[config.mk]
export PLATFORM = sky130hd
export DESIGN_NAME = unscrambler2_flat
export DESIGN_NICKNAME = d
export VERILOG_FILES = /design/src/rtl/unscrambler2_if.sv /design/src/rtl/unscrambler2.sv /design/src/flat_wrapper.sv
export SDC_FILE = /design/constraint.sdc
export NUM_CORES = 1
export LEC_CHECK = 0
export ABC_AREA = 1
export CORE_MARGIN = 2
export CORE_UTILIZATION = 48
export CTS_CLUSTER_DIAMETER = 100
export CTS_CLUSTER_SIZE = 16
export DETAILED_ROUTE_END_ITERATION = 10
export PLACE_DENSITY = 0.63
export SLEW_MARGIN = 30
export SYNTH_ARGS = -nofsm -noshare
export SYNTH_HDL_FRONTEND = slang
export SYNTH_SLANG_ARGS = --single-unit
[constraint.sdc]
create_clock -name clk -period 4.9 [get_ports clk]
set_input_delay 0.98 -clock clk [delete_from_list [all_inputs] [get_ports clk]]
set_output_delay 0.98 -clock clk [all_outputs]
set_load 0.03 [all_outputs]
[src/rtl/unscrambler2_if.sv]
// RAM port between the unscrambler and a buffer with synchronous read
// (dout follows r_addr by one cycle) and synchronous write.
interface unscrambler2_if #(
  parameter int AW = 5,
  parameter int DW = 8
);
  logic [AW-1:0] r_addr;
  logic [AW-1:0] w_addr;
  logic [DW-1:0] din;
  logic [DW-1:0] dout;
  logic          we;

  modport master (output r_addr, w_addr, din, we, input dout);
  modport slave  (input r_addr, w_addr, din, we, output dout);
endinterface

[src/rtl/unscrambler2.sv]
// In-place inverse of the LFSR-driven swap shuffle: regenerates the swap
// partners j_i from the seed, then replays the swaps from the last to the first.
//
// state | meaning
// IDLE  | waiting for start
// GEN   | take r5 from the LFSR
// FOLD  | subtract (len_1+1) until r5 <= len_1
// STORE | record j_i, advance LFSR and i
// RD_I  | read mem[i]
// RD_J  | read mem[j_i], hold mem[i]
// WR_I  | mem[i] <= mem[j_i]
// WR_J  | mem[j_i] <= old mem[i], step i down
// DONE  | one-cycle done pulse
module unscrambler2 #(
  parameter int AW = 5,
  parameter int DW = 8
) (
  input  logic          clk,
  input  logic          reset,
  input  logic          start,
  input  logic [7:0]    seed,
  input  logic [AW-1:0] len_1,
  unscrambler2_if.master ram,
  output logic          busy,
  output logic          done
);

  typedef enum logic [3:0] {
    IDLE, GEN, FOLD, STORE, RD_I, RD_J, WR_I, WR_J, DONE
  } state_t;

  state_t        state;
  logic [7:0]    lfsr;
  logic [AW-1:0] len_q;
  logic [AW-1:0] i;
  logic [AW-1:0] jreg;
  logic [DW-1:0] temp;
  logic [AW-1:0] jbuf [2**AW];

  logic [AW-1:0] r5;
  logic [AW:0]   len_p1;
  logic [AW:0]   fold_val;
  logic          fold_gt;
  logic [7:0]    lfsr_next;

  assign r5        = lfsr[AW-1:0];
  assign len_p1    = {1'b0, len_q} + (AW+1)'(1);
  // Only used when jreg > len_q, so the difference never wraps.
  assign fold_val  = {1'b0, jreg} - len_p1;
  assign fold_gt   = fold_val > {1'b0, len_q};
  assign lfsr_next = {lfsr[6:0], lfsr[7] ^ lfsr[5] ^ lfsr[4] ^ lfsr[3]};

  // Write data comes straight from the RAM in WR_I so the swap fits in 4 cycles.
  assign ram.din = (state == WR_I) ? ram.dout :
                   (state == WR_J) ? temp     : '0;

  always_ff @(posedge clk) begin
    if (reset) begin
      state      <= IDLE;
      lfsr       <= '0;
      len_q      <= '0;
      i          <= '0;
      jreg       <= '0;
      temp       <= '0;
      ram.r_addr <= '0;
      ram.w_addr <= '0;
      ram.we     <= 1'b0;
      busy       <= 1'b0;
      done       <= 1'b0;
      for (int k = 0; k < 2**AW; k++) jbuf[k] <= '0;
    end else begin
      case (state)
        IDLE: begin
          if (start) begin
            len_q <= len_1;
            lfsr  <= (seed == 8'h00) ? 8'h01 : seed;
            i     <= '0;
            busy  <= 1'b1;
            if (len_1 == '0) begin
              state <= DONE;
              done  <= 1'b1;
            end else begin
              state <= GEN;
            end
          end
        end
        GEN: begin
          jreg  <= r5;
          state <= (r5 > len_q) ? FOLD : STORE;
        end
        FOLD: begin
          jreg <= fold_val[AW-1:0];
          if (!fold_gt) state <= STORE;
        end
        STORE: begin
          jbuf[i] <= jreg;
          lfsr    <= lfsr_next;
          if (i == len_q - AW'(1)) begin
            ram.r_addr <= i;
            state      <= RD_I;
          end else begin
            i     <= i + AW'(1);
            state <= GEN;
          end
        end
        RD_I: begin
          ram.r_addr <= jbuf[i];
          state      <= RD_J;
        end
        RD_J: begin
          temp       <= ram.dout;
          ram.we     <= 1'b1;
          ram.w_addr <= i;
          state      <= WR_I;
        end
        WR_I: begin
          ram.w_addr <= jbuf[i];
          state      <= WR_J;
        end
        WR_J: begin
          ram.we <= 1'b0;
          if (i == '0) begin
            done  <= 1'b1;
            state <= DONE;
          end else begin
            i          <= i - AW'(1);
            ram.r_addr <= i - AW'(1);
            state      <= RD_I;
          end
        end
        DONE: begin
          done  <= 1'b0;
          busy  <= 1'b0;
          state <= IDLE;
        end
        default: state <= IDLE;
      endcase
    end
  end

endmodule

[src/flat_wrapper.sv]
// flat-port wrapper written by rule: the top's interface ports become plain ports
module unscrambler2_flat 
#(
  parameter int AW = 5,
  parameter int DW = 8
)
  (clk, reset, start, seed, len_1, busy, done, ram_r_addr, ram_w_addr, ram_din, ram_we, ram_dout);
  unscrambler2_if #(.AW(AW), .DW(DW)) ram_i ();
  input  logic clk;
  input  logic reset;
  input  logic start;
  input  logic [7:0] seed;
  input  logic [AW-1:0] len_1;
  output logic busy;
  output logic done;
  output wire logic [$bits(ram_i.r_addr)-1:0] ram_r_addr;
  output wire logic [$bits(ram_i.w_addr)-1:0] ram_w_addr;
  output wire logic [$bits(ram_i.din)-1:0] ram_din;
  output wire logic [$bits(ram_i.we)-1:0] ram_we;
  input wire logic [$bits(ram_i.dout)-1:0] ram_dout;
  assign ram_r_addr = ram_i.r_addr;
  assign ram_w_addr = ram_i.w_addr;
  assign ram_din = ram_i.din;
  assign ram_we = ram_i.we;
  assign ram_i.dout = ram_dout;
  unscrambler2 #(.AW(AW), .DW(DW)) u_core (.clk(clk), .reset(reset), .start(start), .seed(seed), .len_1(len_1), .ram(ram_i), .busy(busy), .done(done));
endmodule
==> out/results.txt, run 1 <==
RSZ-0062 raised after global routing = no
Vertical die dimension = 153.6 um
Post-DP HPWL = 17.54 mm
Global routing usage on met2 = 40.23%
Clock tree from TritonCTS = done
H-Tree Depth = 1
Library cell occupying the most area in the post-synthesis netlist = sky130_fd_sc_hd__edfxtp_1
PostCTS Resize Cnt = 0
Critical Path Slowest Stage Cell = sky130_fd_sc_hd__clkdlybuf4s50_1
Cells after synthesis = 1247
Die Span X = 153.6 um
Floorplan Core Area = 21890 um2
Total standard cell area after synthesis = 10750 um2
Share of flip-flops with an asynchronous set or reset after synthesis = 0%
Worst path max stage delay = 670 ps
Final nets = 1300
Post-synth net total = 1293
Global routing usage on met3 = 2.339%
Antenna-violating nets left = 0
Post-synthesis sequential element count = 213
Max-capacitance violation count = 0
Clock edge transition at the registers on the reported setup and hold paths = 70 ps
Kind of start point of the critical path = register
Final RePlAce weighted congestion = 0.8804
Cells traversed along the worst timing path = nand2_4 -> nor2_2 -> a22o_1 -> clkdlybuf4s50_1
Cell variety after synth = 41
Yosys top cell area share = 44.71%
Largest vdd supply drop = 0.0003039 V
Total negative slack = 0 ps
Static Leak = 4.521 nW
Count of final max-slew check failures = 0
Standard-cell rows = 54
Ports placed on the boundary = 45
Via count of the first global-routing pass = 8094
Post-route DRC violation count = 0
Worst-skew pair later-pin latency = 490 ps
Final Hold Vio Count = 0
Input/output buffers = 44
Req. time, crit path = 3920 ps
Number of buffers inserted for hold repair after clock tree synthesis = 0
TritonRoute pass-1 iters = 5
Achievable clock frequency = 287.8 MHz
All-Layer GR Usage = 22.87%
Antenna violations before repair = 0
Share of synthesized area occupied by flip-flops and latches = 54.59%
Diode count = 0
Top cell family by delay on the critical path = buffers and inverters
Worst Tran Pin Value = 889.6 ps
Most common cell after layout, fill and taps aside = sky130_fd_sc_hd__nand2_1
Largest net degree at the start of global routing = 81
Ratio of total power to cell area = 390.9 nW/um2
Global-route met1 utilization = 29.94%
Data arrival, critical path = 2490 ps
Share of layout cells above drive strength 1 = 7.984%
Number of buffers inserted to repair setup after CTS = 0
Area Overhead vs Synth = 9.747%
Via count = 8318
Share of the clock period used by the worst path after layout = 70.90%
Final worst clock skew = 18.36 ps
Grt ovf = 0
Outcome = finished clean
DRT Wirelength = 26.78 mm
FILL cells = 2069
Number of enable-type register cells in the synthesized netlist = 160
Non-filler instance count after layout = 1545
Worst relative slew slack = 40.61%
Yosys synthesis warning count = 0
Sum of internal, switching and leakage power = 0.004610 W
Highest-count cells in the layout ignoring fill and taps = sky130_fd_sc_hd__nand2_1, sky130_fd_sc_hd__nor2_1, sky130_fd_sc_hd__edfxtp_1
Clock root buffer master = sky130_fd_sc_hd__clkbuf_16
Number of vias per cell after detailed routing = 5.384
Placement-stage worst setup slack = 1625 ps
Worst hold path type = register to register
Die Area = 23600 um2
Average cell area after synthesis = 8.617 um2
Sink Count = 213
Worst Setup End Kind = output port
Final setup violation count = 0
Number of buffers and inverters on the critical path = 1
First-pass GRT wire length = 42.90 mm
Final setup slack of the worst path = 1426 ps
Min Clock Period, post-route = 3474 ps
Layer with the highest usage after global routing = met2
Max clock buf depth = 3
Number of clock buffers inserted by TritonCTS = 17
Drt wl/cell = 17.33 um
Placed Instances = 1515
Most area-consuming cells after synthesis = sky130_fd_sc_hd__edfxtp_1, sky130_fd_sc_hd__nand2_1, sky130_fd_sc_hd__dfxtp_1
Start-to-end type of the worst setup path = register to output port
Dominant synthesized flop cell = sky130_fd_sc_hd__edfxtp_1
Starting density of the core = 49.09%
First DRT Iteration DRCs = 560
Maximum fanout encountered on the critical timing path = 15
[path summary, 6_finish.rpt]
kind	endpoint	slack [ps]	startpoint	cells past startpoint
worst min register to register	u_core.busy$_SDFFE_PP0P_	470	u_core.busy$_SDFFE_PP0P_	2
worst max register to register	u_core.state[0]$_SDFFE_PP0P_	2120	u_core.len_q[0]$_SDFFE_PP0P_	16
worst max-delay path	ram_din[0]	1430	u_core.state[2]$_SDFFE_PP0P_	4
worst min-delay path	u_core.busy$_SDFFE_PP0P_	470	u_core.busy$_SDFFE_PP0P_	2
[state kept, by name (all words and copies together) (netlist names), named ones only]
| register | flops |
|---|---|
| u_core.lfsr | 8 |
| u_core.i | 5 |
| u_core.ram.w_addr | 5 |
| u_core.ram.we | 1 |
| u_core.temp | 8 |
| u_core.busy | 1 |
| u_core.state | 4 |
| u_core.len_q | 5 |
| u_core.jreg | 5 |
| u_core.ram.r_addr | 5 |
| u_core.jbuf | 160 |
| u_core.done | 1 |
[synthesized netlist by cell type, types with 3 or more instances]
master	count
sky130_fd_sc_hd__dfxtp_1	53
sky130_fd_sc_hd__o21ai_0	38
sky130_fd_sc_hd__nor3_1	3
sky130_fd_sc_hd__a31oi_1	9
sky130_fd_sc_hd__nand2_2	27
sky130_fd_sc_hd__nor2_1	207
sky130_fd_sc_hd__a21oi_2	6
sky130_fd_sc_hd__nand3_1	158
sky130_fd_sc_hd__a22o_1	8
sky130_fd_sc_hd__nand2_1	341
sky130_fd_sc_hd__nand2_4	3
sky130_fd_sc_hd__inv_2	11
sky130_fd_sc_hd__nor3_2	5
sky130_fd_sc_hd__inv_1	57
sky130_fd_sc_hd__ha_1	21
sky130_fd_sc_hd__nand4_1	7
sky130_fd_sc_hd__clkbuf_1	32
sky130_fd_sc_hd__nor2_4	5
sky130_fd_sc_hd__o31ai_1	3
sky130_fd_sc_hd__buf_2	25
sky130_fd_sc_hd__xnor2_1	4
sky130_fd_sc_hd__nor2_8	3
sky130_fd_sc_hd__buf_6	5
sky130_fd_sc_hd__a22oi_1	3
sky130_fd_sc_hd__o211ai_1	3
sky130_fd_sc_hd__a21oi_1	31
sky130_fd_sc_hd__edfxtp_1	160
[cells by family (layout without fill, tap and decap cells)]
group,after synthesis,in the layout,share of synthesized area [%]
AO/OA/AOI/OAI,104,104,5.775
XOR/XNOR,6,6,0.4891
adder cells (fa/ha/maj),22,22,2.632
buffers and inverters,136,154,5.473
flip-flops,213,213,54.59
AND/OR/NAND/NOR,766,766,31.04
[worst register-to-register path, delay by kind of cell, from the launching register on]
family          cells  cell delay (ps)
compound gates      1               70
xor+xnor            1              270
flops               1              470
buf+inv             2              240
simple gates        9              610
fa+ha+maj           3             1030
[area by class of cell]
type / instances / area, um2 / area share [%]
inverters: 69 / 259.0 / 2.196
repair buffers: 55 / 535.5 / 4.541
clock inverters: 2 / 20.02 / 0.1698
multi-input cells: 898 / 4294 / 36.41
clock buffers: 28 / 466.7 / 3.958
well taps: 280 / 350.3 / 2.971
flip-flops and latches: 213 / 5867 / 49.75
[routing by layer]
layer	wire length, um	share of wire (%)
met1	11330	42
met2	13380	50
met3	1343	5.0
met4	725	2.7
met5	0	0
[power breakdown]
part	switching (W)	total [W]	internal (W)
logic	0.000822	0.00119	0.000371
clock network	0.000623	0.00128	0.000660
registers	0.0000849	0.00213	0.00205
[through the flow]
stage               cell area [um2]  utilization (%)  hold slack, ps
finish                        11790            53.87           468.4
global route                  11790            53.87           500.7
CTS                           11790            53.86           472.6
detailed placement            11300            51.63           459.6
global placement              11300            51.63           455.3
floorplan                     10750                -           456.3
No activity file was read; power rests on OpenSTA's default activity.
==> run 2: changes to the inputs <==
--- a/config.mk
+++ b/config.mk
@@ -11,7 +11,7 @@
 export CTS_CLUSTER_DIAMETER = 100
 export CTS_CLUSTER_SIZE = 16
 export DETAILED_ROUTE_END_ITERATION = 10
-export PLACE_DENSITY = 0.63
+export PLACE_DENSITY = 0.66
 export SLEW_MARGIN = 30
 export SYNTH_ARGS = -nofsm -noshare
 export SYNTH_HDL_FRONTEND = slang
==> constraint.sdc (replaced) <==
create_clock -name clk -period 3.16 [get_ports clk]
set_input_delay 0.632 -clock clk [delete_from_list [all_inputs] [get_ports clk]]
set_output_delay 0.632 -clock clk [all_outputs]
set_load 0.03 [all_outputs]
==> run 2 against run 1 <==
Register-to-register slack worse by 1500 ps. Via count is 1.2% higher. Utilization is essentially flat. Global-route usage down 0.54 points. Die area did not move. Sequential cell count stayed put. First-iteration DRC count grew 21%. Sequential share of layout area barely moved. Combinational power up 55%. Critical path type unchanged.
==> out/results.txt, run 2 (same netlist as run 1, synthesis figures left out) <==
Max clock buf depth = 3 (unchanged)
Clock tree from TritonCTS = done (unchanged)
Largest net degree at the start of global routing = 81 (unchanged)
RSZ-0062 raised after global routing = no (unchanged)
Diode count = 0 (unchanged)
Share of layout cells above drive strength 1 = 8.162% (was 7.984%)
Antenna violations before repair = 0 (unchanged)
Worst hold path type = register to register (unchanged)
Reg-to-reg setup timing slack = 600 ps (was 2120 ps)
Start-to-end type of the worst setup path = register to output port (unchanged)
Clock edge transition at the registers on the reported setup and hold paths = 80 ps (was 70 ps)
Final Hold Vio Count = 0 (unchanged)
Static Leak = 4.533 nW (was 4.521 nW)
Worst path max stage delay = 670 ps (about the same)
Top register by number of flip-flops = u_core.jbuf (unchanged)
Endpoint of the lowest-slack register-to-register path = u_core.state[0]$_SDFFE_PP0P_ (unchanged)
Number of buffers and inverters on the critical path = 1 (unchanged)
Floorplan Core Area = 21890 um2 (unchanged)
Worst relative slew slack = 43.55% (was 40.61%)
Via count of the first global-routing pass = 8263 (was 8094)
Worst Tran Pin Value = 846.8 ps (was 889.6 ps)
Total negative slack = 0 ps (unchanged)
Critical Path Slowest Stage Cell = sky130_fd_sc_hd__clkdlybuf4s50_1 (unchanged)
Number of buffers inserted to repair setup after CTS = 0 (unchanged)
Utilization after layout = 53.90% (was 53.87%)
Grt ovf = 0 (unchanged)
Starting density of the core = 49.09% (unchanged)
Number of vias per cell after detailed routing = 5.458 (was 5.384)
Vertical die dimension = 153.6 um (unchanged)
Outcome = finished clean (unchanged)
Die Span X = 153.6 um (unchanged)
Post-route DRC violation count = 0 (unchanged)
Worst Hold Path Cells = 2 (unchanged)
Die Area = 23600 um2 (unchanged)
Final RePlAce weighted congestion = 0.9039 (was 0.8804)
Highest-count cells in the layout ignoring fill and taps = sky130_fd_sc_hd__nand2_1, sky130_fd_sc_hd__nor2_1, sky130_fd_sc_hd__edfxtp_1 (unchanged)
DRT Wirelength = 26.53 mm (was 26.78 mm)
Data arrival, critical path = 2290 ps (was 2490 ps)
Number of clock buffers inserted by TritonCTS = 17 (unchanged)
Maximum fanout encountered on the critical timing path = 9 (was 15)
TritonRoute pass-1 iters = 5 (unchanged)
Kind of start point of the critical path = register (unchanged)
Hold-critical path endpoint = u_core.ram.we$_SDFFE_PP0P_ (was u_core.busy$_SDFFE_PP0P_)
Min Clock Period, post-route = 2925 ps
Registers with the most flip-flops = u_core.jbuf (160), u_core.lfsr (8), u_core.temp (8) (unchanged)
Max reg flops = 160 (unchanged)
Standard-cell rows = 54 (unchanged)
Final nets = 1303 (was 1300)
Worst Setup End Kind = output port (unchanged)
Input/output buffers = 44 (unchanged)
Number of buffers inserted for hold repair after clock tree synthesis = 0 (unchanged)
Clock root buffer master = sky130_fd_sc_hd__clkbuf_16 (unchanged)
Final worst clock skew = 12.71 ps (was 18.36 ps)
Cells traversed along the worst timing path = nand2_4 -> nor2_2 -> a22o_1 -> clkdlybuf4s50_1 (unchanged)
Via count = 8417 (was 8318)
First-pass GRT wire length = 42.18 mm (was 42.90 mm)
Largest vdd supply drop = 0.0005161 V (was 0.0003039 V)
Post-DP HPWL = 17.71 mm (was 17.54 mm)
Worst-skew pair later-pin latency = 480 ps (was 490 ps)
Drt wl/cell = 17.21 um (was 17.33 um)
H-Tree Depth = 1 (unchanged)
Ratio of total power to cell area = 600.6 nW/um2 (was 390.9 nW/um2)
Sink Count = 213 (unchanged)
Reg2Reg Depth = 16 (unchanged)
Final setup violation count = 0 (unchanged)
Antenna-violating nets left = 0 (unchanged)
Hold Startpoint = u_core.ram.we$_SDFFE_PP0P_ (was u_core.busy$_SDFFE_PP0P_)
Crit path from = u_core.state[2]$_SDFFE_PP0P_ (unchanged)
Count of final max-slew check failures = 0 (unchanged)
Stages on the worst setup path = 4 (unchanged)
Top cell family by delay on the critical path = buffers and inverters (unchanged)
Launch instance of the worst register-to-register path = u_core.len_q[0]$_SDFFE_PP0P_ (unchanged)
Most common cell after layout, fill and taps aside = sky130_fd_sc_hd__nand2_1 (unchanged)
Max-capacitance violation count = 0 (unchanged)
Ports placed on the boundary = 45 (unchanged)
Share of the clock period used by the worst path after layout = 92.55%
First DRT Iteration DRCs = 677 (was 560)
All-Layer GR Usage = 22.32% (was 22.87%)
PostCTS Resize Cnt = 0 (unchanged)
Achievable clock frequency = 341.9 MHz
Area Overhead vs Synth = 9.816% (was 9.747%)
Req. time, crit path = 2530 ps (was 3920 ps)
## run 2: worst min-delay path, stage by stage (launching register included)
cell	delay, ps
sky130_fd_sc_hd__dfxtp_1	310
sky130_fd_sc_hd__nand2_1	60
sky130_fd_sc_hd__a21oi_1	50
## run 2: how the worst max path moves through the flow
stage | endpoint | slack (ps)
after floorplan | u_core.state[0]$_SDFFE_PP0P_ | 870
after global placement | ram_din[6] | 630
after detailed placement | ram_din[1] | 550
after CTS | ram_din[1] | 20
after global routing | ram_din[5] | 90
final | ram_din[1] | 240
## run 2: cell type report
class                   instances  area, um2
fillers                      2048      10090
flip-flops and latches        213       5867
multi-input cells             898       4294
repair buffers                 58      570.5
clock buffers                  22      444.2
well taps                     280      350.3
inverters                      69      259.0
clock inverters                 2      15.01
## run 2: stage by stage
stage	hold slack, ps	std cells	setup WS, ps	instance area, um2	power [W]
after floorplan	456.3	1247	872.4	10750	0.004649
after global placement	451.9	1518	632.1	11340	0.005171
after detailed placement	455.9	1518	548.5	11340	0.005197
after CTS	466.4	1542	22.04	11800	0.007109
after global routing	503.3	1542	91.22	11800	0.007470
final	464.9	1542	235.4	11800	0.007087
## run 2: report_power, final
part | leakage (nW) | switching [W] | internal, W
combinational | 2.23 | 0.00125 | 0.000584
clock | 0.223 | 0.000946 | 0.000990
sequential | 2.08 | 0.000136 | 0.00318
## run 2: routing by layer
layer | up-vias | routed length, um | global-route usage, %
met5 | - | 0 | 0
met4 | 0 | 580 | 5.854
met3 | 42 | 1550 | 2.452
met2 | 281 | 13220 | 40.23
met1 | 3940 | 11180 | 28.67
li1 | 4154 | - | -
